## src/rtl/opb_insel_sequencer.sv

```systemverilog
// rtl/opb_insel_sequencer.sv - OPB slave that steps a table of input-select words on fabric sync pulses
module opb_insel_sequencer #(
   parameter logic [31:0] C_BASEADDR   = 32'h01014000,
   parameter logic [31:0] C_HIGHADDR   = 32'h010140FF,
   parameter int          C_OPB_AWIDTH = 32,
   parameter int          C_OPB_DWIDTH = 32,
   parameter string       C_FAMILY     = "virtex5"
) (
   input  logic                    OPB_Clk,
   input  logic                    OPB_Rst,
   input  logic [0:C_OPB_AWIDTH-1] OPB_ABus,
   input  logic [0:3]              OPB_BE,
   input  logic [0:C_OPB_DWIDTH-1] OPB_DBus,
   input  logic                    OPB_RNW,
   input  logic                    OPB_select,
   input  logic                    OPB_seqAddr,
   output logic [0:C_OPB_DWIDTH-1] Sl_DBus,
   output logic                    Sl_xferAck,
   output logic                    Sl_errAck,
   output logic                    Sl_retry,
   output logic                    Sl_toutSup,
   input  logic                    sync_in,
   output logic [31:0]             insel_data,
   output logic                    insel_valid,
   output logic [2:0]              insel_index
);

   localparam string lp_unused_family = C_FAMILY;

   localparam logic [1:0] ST_IDLE  = 2'd0;
   localparam logic [1:0] ST_ARMED = 2'd1;
   localparam logic [1:0] ST_RUN   = 2'd2;

   logic [1:0]  r_state;
   logic        r_run;
   logic [2:0]  r_last_idx;
   logic [15:0] r_dwell;
   logic [15:0] r_dwell_cnt;
   logic [15:0] r_wrap_cnt;
   logic [2:0]  r_index;
   logic [31:0] r_data;
   logic        r_valid;
   logic        r_ack;
   logic [31:0] r_rdata;
   logic [31:0] r_table [0:7];

   logic [31:0] w_addr;
   logic [31:0] w_wdata;
   logic [3:0]  w_be;
   logic [31:0] w_mask;
   logic [5:0]  w_word;
   logic        w_hit;
   logic        w_wr;
   logic [31:0] w_rd;
   logic [31:0] w_merged;
   logic        w_run_nxt;
   logic [2:0]  w_next_idx;
   logic        w_unused_seqaddr;

   // OPB is big-endian numbered, so a straight assignment puts bit 0 at value bit 31
   assign w_addr   = OPB_ABus;
   assign w_wdata  = OPB_DBus;
   assign w_be     = OPB_BE;
   assign w_mask   = {{8{w_be[3]}}, {8{w_be[2]}}, {8{w_be[1]}}, {8{w_be[0]}}};
   assign w_word   = w_addr[7:2];
   assign w_hit    = OPB_select && (w_addr >= C_BASEADDR) && (w_addr <= C_HIGHADDR) && !r_ack;
   assign w_wr     = w_hit && !OPB_RNW;
   assign w_merged = (w_rd & ~w_mask) | (w_wdata & w_mask);
   assign w_run_nxt  = (w_wr && w_word == 6'h00 && w_be[0]) ? w_wdata[0] : r_run;
   assign w_next_idx = (r_index >= r_last_idx) ? 3'd0 : r_index + 3'd1;
   assign w_unused_seqaddr = OPB_seqAddr;

   always_comb begin
      w_rd = 32'h0;
      if (w_word == 6'h00)
         w_rd = {21'h0, r_last_idx, 7'h0, r_run};
      else if (w_word == 6'h01)
         w_rd = {r_wrap_cnt, 10'h0, r_state, 1'b0, r_index};
      else if (w_word == 6'h02)
         w_rd = {16'h0, r_dwell};
      else if (w_word[5:3] == 3'b010)
         w_rd = r_table[w_word[2:0]];
   end

   always_ff @(posedge OPB_Clk) begin
      if (OPB_Rst) begin
         r_state     <= ST_IDLE;
         r_run       <= 1'b0;
         r_last_idx  <= 3'd0;
         r_dwell     <= 16'h0;
         r_dwell_cnt <= 16'h0;
         r_wrap_cnt  <= 16'h0;
         r_index     <= 3'd0;
         r_data      <= 32'h0;
         r_valid     <= 1'b0;
         r_ack       <= 1'b0;
         r_rdata     <= 32'h0;
         for (int i = 0; i < 8; i++) r_table[i] <= 32'h0;
      end else begin
         r_ack   <= w_hit;
         r_rdata <= (w_hit && OPB_RNW) ? w_rd : 32'h0;
         r_valid <= 1'b0;

         // STATUS and unmapped words fall through: their writes are dropped
         if (w_wr && w_word == 6'h00) begin
            r_run      <= w_run_nxt;
            r_last_idx <= w_merged[10:8];
         end
         if (w_wr && w_word == 6'h02)
            r_dwell <= w_merged[15:0];
         if (w_wr && w_word[5:3] == 3'b010)
            r_table[w_word[2:0]] <= w_merged;

         // A run change decided this cycle takes priority over a coincident sync
         case (r_state)
            ST_IDLE: begin
               if (w_run_nxt) begin
                  r_state    <= ST_ARMED;
                  r_wrap_cnt <= 16'h0;
               end
            end
            ST_ARMED: begin
               if (!w_run_nxt) begin
                  r_state <= ST_IDLE;
               end else if (sync_in) begin
                  r_data      <= r_table[0];
                  r_index     <= 3'd0;
                  r_dwell_cnt <= r_dwell;
                  r_valid     <= 1'b1;
                  r_state     <= ST_RUN;
               end
            end
            ST_RUN: begin
               if (!w_run_nxt) begin
                  r_state <= ST_IDLE;
               end else if (sync_in) begin
                  if (r_dwell_cnt != 16'h0) begin
                     r_dwell_cnt <= r_dwell_cnt - 16'h1;
                  end else begin
                     r_data      <= r_table[w_next_idx];
                     r_index     <= w_next_idx;
                     r_dwell_cnt <= r_dwell;
                     r_valid     <= 1'b1;
                     if (w_next_idx == 3'd0) r_wrap_cnt <= r_wrap_cnt + 16'h1;
                  end
               end
            end
            default: r_state <= ST_IDLE;
         endcase
      end
   end

   assign Sl_DBus     = r_rdata;
   assign Sl_xferAck  = r_ack;
   assign Sl_errAck   = 1'b0;
   assign Sl_retry    = 1'b0;
   assign Sl_toutSup  = 1'b0;
   assign insel_data  = r_data;
   assign insel_valid = r_valid;
   assign insel_index = r_index;

endmodule

```

## config.mk

```make
export PLATFORM = sky130hd
export DESIGN_NAME = opb_insel_sequencer
export DESIGN_NICKNAME = d
export VERILOG_FILES = /design/src/rtl/opb_insel_sequencer.sv
export SDC_FILE = /design/constraint.sdc
export NUM_CORES = 1
export LEC_CHECK = 0
export CAP_MARGIN = 20
export CORE_MARGIN = 5
export CORE_UTILIZATION = 60
export CTS_BUF_LIST = sky130_fd_sc_hd__clkbuf_4
export CTS_CLUSTER_SIZE = 40
export DETAILED_ROUTE_END_ITERATION = 10
export PLACE_DENSITY = 0.82
export SETUP_SLACK_MARGIN = 0.05
export SYNTH_ARGS = -nofsm -noshare
export SYNTH_HDL_FRONTEND = slang
export SYNTH_SLANG_ARGS = --single-unit
```

## constraint.sdc

```tcl
create_clock -name OPB_Clk -period 3.5 [get_ports OPB_Clk]
set_input_delay 0.525 -clock OPB_Clk [delete_from_list [all_inputs] [get_ports OPB_Clk]]
set_output_delay 0.525 -clock OPB_Clk [all_outputs]
set_load 0.01 [all_outputs]
```

Word level (Yosys, flattened, before mapping)
Memories as Yosys holds them, arrays and structs flattened.
Index checks and enable logic that the tools add are counted.
Widths: inputs -> output; s select.
{"block": "classes", "n_addsub": 3, "order_cmp": 3, "n_eq_ne": 14, "mux": 49, "n_bitwise": 5, "reduce_logical": 23}
{"operator": "$mux 32", "n": 10}
{"operator": "$mux 16", "n": 10}
{"operator": "$and 32x32->32", "n": 2}
{"operator": "$pmux 16 s2", "n": 2}
{"operator": "$pmux 32 s2", "n": 1}
{"operator": "$ge 32x25->1 const B", "n": 1}
{"operator": "$le 32x25->1 const B", "n": 1}
{"operator": "$not 32->32", "n": 1}
{"operator": "$or 32x32->32", "n": 1}
{"operator": "$reduce_or 32->1", "n": 1}
{"operator": "$mux 3", "n": 7}
{"operator": "$add 16x1->16 const B", "n": 1}
{"operator": "$ne 2x2->1 const B", "n": 8}
{"operator": "$reduce_bool 16->1", "n": 1}
{"operator": "$sub 16x1->16 const B", "n": 1}
{"operator": "$mux 1", "n": 12}
{"operator": "$reduce_and 6->1", "n": 2}
{"operator": "$logic_and 1x1->1", "n": 9}
{"operator": "$mux 2", "n": 4}
{"operator": "$eq 6x1->1 const B", "n": 1}
{"operator": "$eq 6x2->1 const B", "n": 1}
{"operator": "$logic_not 6->1", "n": 1}
{"operator": "$pmux 2 s3", "n": 1}
{"operator": "$pmux 3 s2", "n": 1}
{"operator": "other kinds (15)", "n": 17}
{"block": "word_totals", "ff_bits": 123, "mem_bits_rw": 256, "out_inout_bits": 72, "n_memories": 1}
{"memory": "r_table", "words": 8, "width": 32, "read_ports": 3, "rd_ports_with_merged_regs": 0, "write_ports": 8, "line": "45", "source": "logic [31:0] r_table [0:7];"}

Depth between registers and ports, before layout
Gate-level depths: netlist of run 1.
{"block": "logic_depth", "ltp_word": 11, "depth_mapped": 14, "mapped_depth_nobuf": 8}

Worst setup path before layout of run 1
Ideal clock, no wire load.
{"block": "synth_timing", "path_kind": "input -> register", "start": "input OPB_ABus[9] (netlist bit)", "end": "memory r_table[7][0], enable pin", "setup_time_ns": 0.389, "t_arrival_ns": 2.884, "slack_ns": 0.227, "stages": 7, "n_path_buf": 1, "cell_sequence": "nor4_1 > nand4_1 > nor4_2 > nor4b_4 > nand3_1 > buf_2 > nand2_1"}
{"element": "start: declaration", "line": "11", "source": "input logic [0:C_OPB_AWIDTH-1] OPB_ABus,"}
{"element": "end: declaration", "line": "45"}

Worst setup path in the final report of run 1
{"block": "layout_timing", "start": "register r_dwell_cnt[0]", "end": "register r_data[23] (netlist: insel_data[23])"}
{"block": "layout_via", "elab_chain_cells": 3}
{"element": "start: declaration", "line": "38", "source": "logic [15:0] r_dwell_cnt;"}
{"element": "start signal: assignment", "line": "128", "source": "r_dwell_cnt <= r_dwell;"}
{"element": "start signal: assignment", "line": "138", "source": "r_dwell_cnt <= r_dwell_cnt - 16'h1;"}
{"element": "start signal: assignment", "line": "142", "source": "r_dwell_cnt <= r_dwell;"}
{"element": "$reduce_bool 16->1", "line": "137", "source": "if (r_dwell_cnt != 16'h0) begin"}
{"element": "$ne 2x2->1 (no source line)"}
{"element": "$reduce_and 6->1 (no source line)"}
{"element": "end signal: assignment", "line": "126", "source": "r_data <= r_table[0];"}
{"element": "end signal: assignment", "line": "140", "source": "r_data <= r_table[w_next_idx];"}
{"element": "end: declaration", "line": "41", "source": "logic [31:0] r_data;"}
No other way between the ends.
A chain may end at the register's enable or synchronous reset.

==> results of run 1 <==
[through the flow]
step,cell area [um^2],hold slack (ns),cells,power (mW),setup WS [ns]
after global routing,22500,0.135,2456,9.96,0.230
after global placement,21200,0.441,2273,5.71,0.175
after CTS,22500,0.140,2454,9.61,0.491
after detailed placement,21200,0.452,2273,5.73,0.0761
final,22500,0.168,2456,9.62,0.419
after floorplan,18900,0.437,1769,5.39,0.227
[critical path, stage by stage, from the launching register on]
cell	delay, ns
dfxtp_1	0.37
inv_1	0.13
ha_1	0.17
nor3b_1	0.33
nand3_1	0.30
o21a_1	0.30
a211o_2	0.59
buf_4	0.33
o41ai_1	0.40
[synth_stat cells, types with 32 or more instances]
cell / instances / area (um^2)
clkbuf_1: 86 / 323
mux2i_1: 92 / 921
dfxtp_1: 123 / 2460
buf_2: 32 / 160
edfxtp_1: 256 / 7690
nand3_1: 56 / 280
mux4_2: 56 / 1260
a32oi_1: 32 / 280
a21oi_1: 60 / 300
nor2_1: 326 / 1220
nand2_1: 176 / 661
o21ai_0: 75 / 375
o22ai_1: 35 / 219
[power by group]
group          switching [mW]  internal, mW  total (mW)
clock                    1.88          2.07        3.95
sequential             0.0587          4.87        4.93
combinational           0.432         0.309       0.740
[cells in the final DEF, fill, tap and decap left out, drive strengths merged, types with 18 or more instances in the layout]
| cell | Yosys | layout |
|---|---|---|
| a32oi | 32 | 32 |
| o22ai | 35 | 35 |
| clkbuf | 86 | 147 |
| a211oi | 28 | 28 |
| and3 | 25 | 25 |
| nor3 | 19 | 19 |
| clkdlybuf4s50 | 0 | 135 |
| mux2i | 93 | 93 |
| o41ai | 25 | 25 |
| nand3 | 56 | 56 |
| or3 | 18 | 18 |
| mux4 | 56 | 56 |
| o21ai | 78 | 78 |
| clkinv | 0 | 27 |
| buf | 62 | 115 |
| nand2 | 176 | 176 |
| nor2 | 326 | 326 |
| nor2b | 20 | 20 |
| edfxtp | 256 | 256 |
| dfxtp | 123 | 123 |
| a21oi | 61 | 61 |
[per-layer routing]
metal  track usage  up-vias
li1              -     7049
met1         0.429     7773
met2         0.539     1433
met3         0.101      221
met4         0.148        0
met5             0        -
[cell families (layout without fill, tap and decap cells)]
logic type	count (synthesis)	after routing	synth area share
compound gates	347	347	0.126
fa+ha+maj	10	10	0.00661
buf+inv	161	444	0.0384
other cells	1	5	0.000198
flops	379	379	0.536
mux	155	155	0.120
xor+xnor	2	2	0.000926
simple gates	712	712	0.172
[path summary, 6_finish.rpt]
| path | from | end | depth (start not counted) |
|---|---|---|---|
| setup / recovery | r_dwell_cnt[0] | insel_data[23] | 8 |
| hold / removal | OPB_Rst | Sl_xferAck | 3 |
| setup reg to reg | r_dwell_cnt[0] | insel_data[23] | 8 |
| hold reg to reg | insel_data[4] | insel_data[4] | 2 |
[layout make-up]
| cell class | count | area [um^2] |
|---|---|---|
| flip-flops and latches | 379 | 10200 |
| fillers | 2124 | 8850 |
| multi-input cells | 1229 | 8080 |
| repair buffers | 250 | 2370 |
| clock buffers | 147 | 1100 |
| well taps | 402 | 503 |
| clock inverters | 34 | 200 |
| inverters | 13 | 48.8 |
| diodes | 2 | 5.00 |
[sequential cells by signal, summed over array words and instances, names as in the netlist]
| signal | cells |
|---|---|
| insel_valid | 1 |
| Sl_DBus | 32 |
| r_last_idx | 3 |
| r_dwell_cnt | 16 |
| Sl_xferAck | 1 |
| r_dwell | 16 |
| insel_data | 32 |
| r_run | 1 |
| r_table | 256 |
| r_wrap_cnt | 16 |
| insel_index | 3 |
| r_state | 2 |
==> out/results.ini, run 1 <==
[synth]
postSynthAreaPerCell_um2=10.7
synth.distinct_cells=75
ys.warnings.count=0
synth_flop_cell=edfxtp_1
synth-edff-count=256
async_flop_share=0
syn-cell-area_um2=18900
synthCells=1767
ys_ff_latch=379
ys_seq_area_frac=0.536

[setup_path]
worst_setup_path_start_kind=flop
end_kind=flop
worstSetupPathType=reg -> reg
crit_fanout=25
cp_data_arrival_time_ns=3.72
crit_required_ns=4.14
ff2ff_setup_slack_ns=0.42

[drt]
wl_per_cell_um=24.8
wl_met2_um=28300
top_layer_used=met4
antenna_left=0
vias=16476
drt-met1-wl_um=20900
route.met3.wl_um=9410
drt_iter0_markers=2344
drc=0
viasPerCell=6.71
drt_first_pass_iters=8
wl_um=60900

[global_routing]
antenna_found_initial=2
grt.overflow.total=0
grt_usage=0.337
grt_pass1_wl_um=92000
grt_pass1_vias=16327
grt_max_degree=78

[sta]
fmax_mhz=325
final_max_slew_viol_count=0
setup_viol=0
rsz0062_at_grt=false
period_share=0.880
slew_headroom=0.304
fin_skew_ns=0.0450
timing_hold_violations_final=0
tightest_slew_ns=1.04
tns_ns=0
finalCriticalPeriod_ns=3.08

[clock_tree]
htree_levels=3
cts_setup_buffers=0
cts.repair.resized=0
numCtsBuffers=97
clock-sinks=379
postCtsHoldBufs=0
clockBufferDepth=3
path_clk_slew_ns=0.07
cts_tree=done
clk_root_buffer_cell=clkbuf_4
insertion_delay_ns=0.79

[finish]
syn_to_final_growth_pct=18.7
utilization=0.717
final_nets=2054
drive_above_1_share=0.175

[floorplanning]
core.rowCount=65
coreArea_um2=31300
fp.dieArea_um2=35200
top_level_ports=146
die_w_um=188
initial_utilization=0.604
dieHeight_um=188

[power_and_ir_drop]
leakage_nw=7.90
power.density_nw_per_um2=428
peakVddDrop_v=0.000216

[min_path]
hp-class=in -> reg

[run_status]
outcome=finished, final reports clean

[flow_run]
cap_violations=0

[place]
port_buffers=139
gp_congestion=0.971
dp_hpwl_um=38900

Power figures use the tool's default switching activity.
==> inputs of run 2 (changes only) <==
Settings changed: CAP_MARGIN 20 to 15.
==> results of run 2 <==
Same layout as run 1: the final DEF is identical, and so are final timing and power.
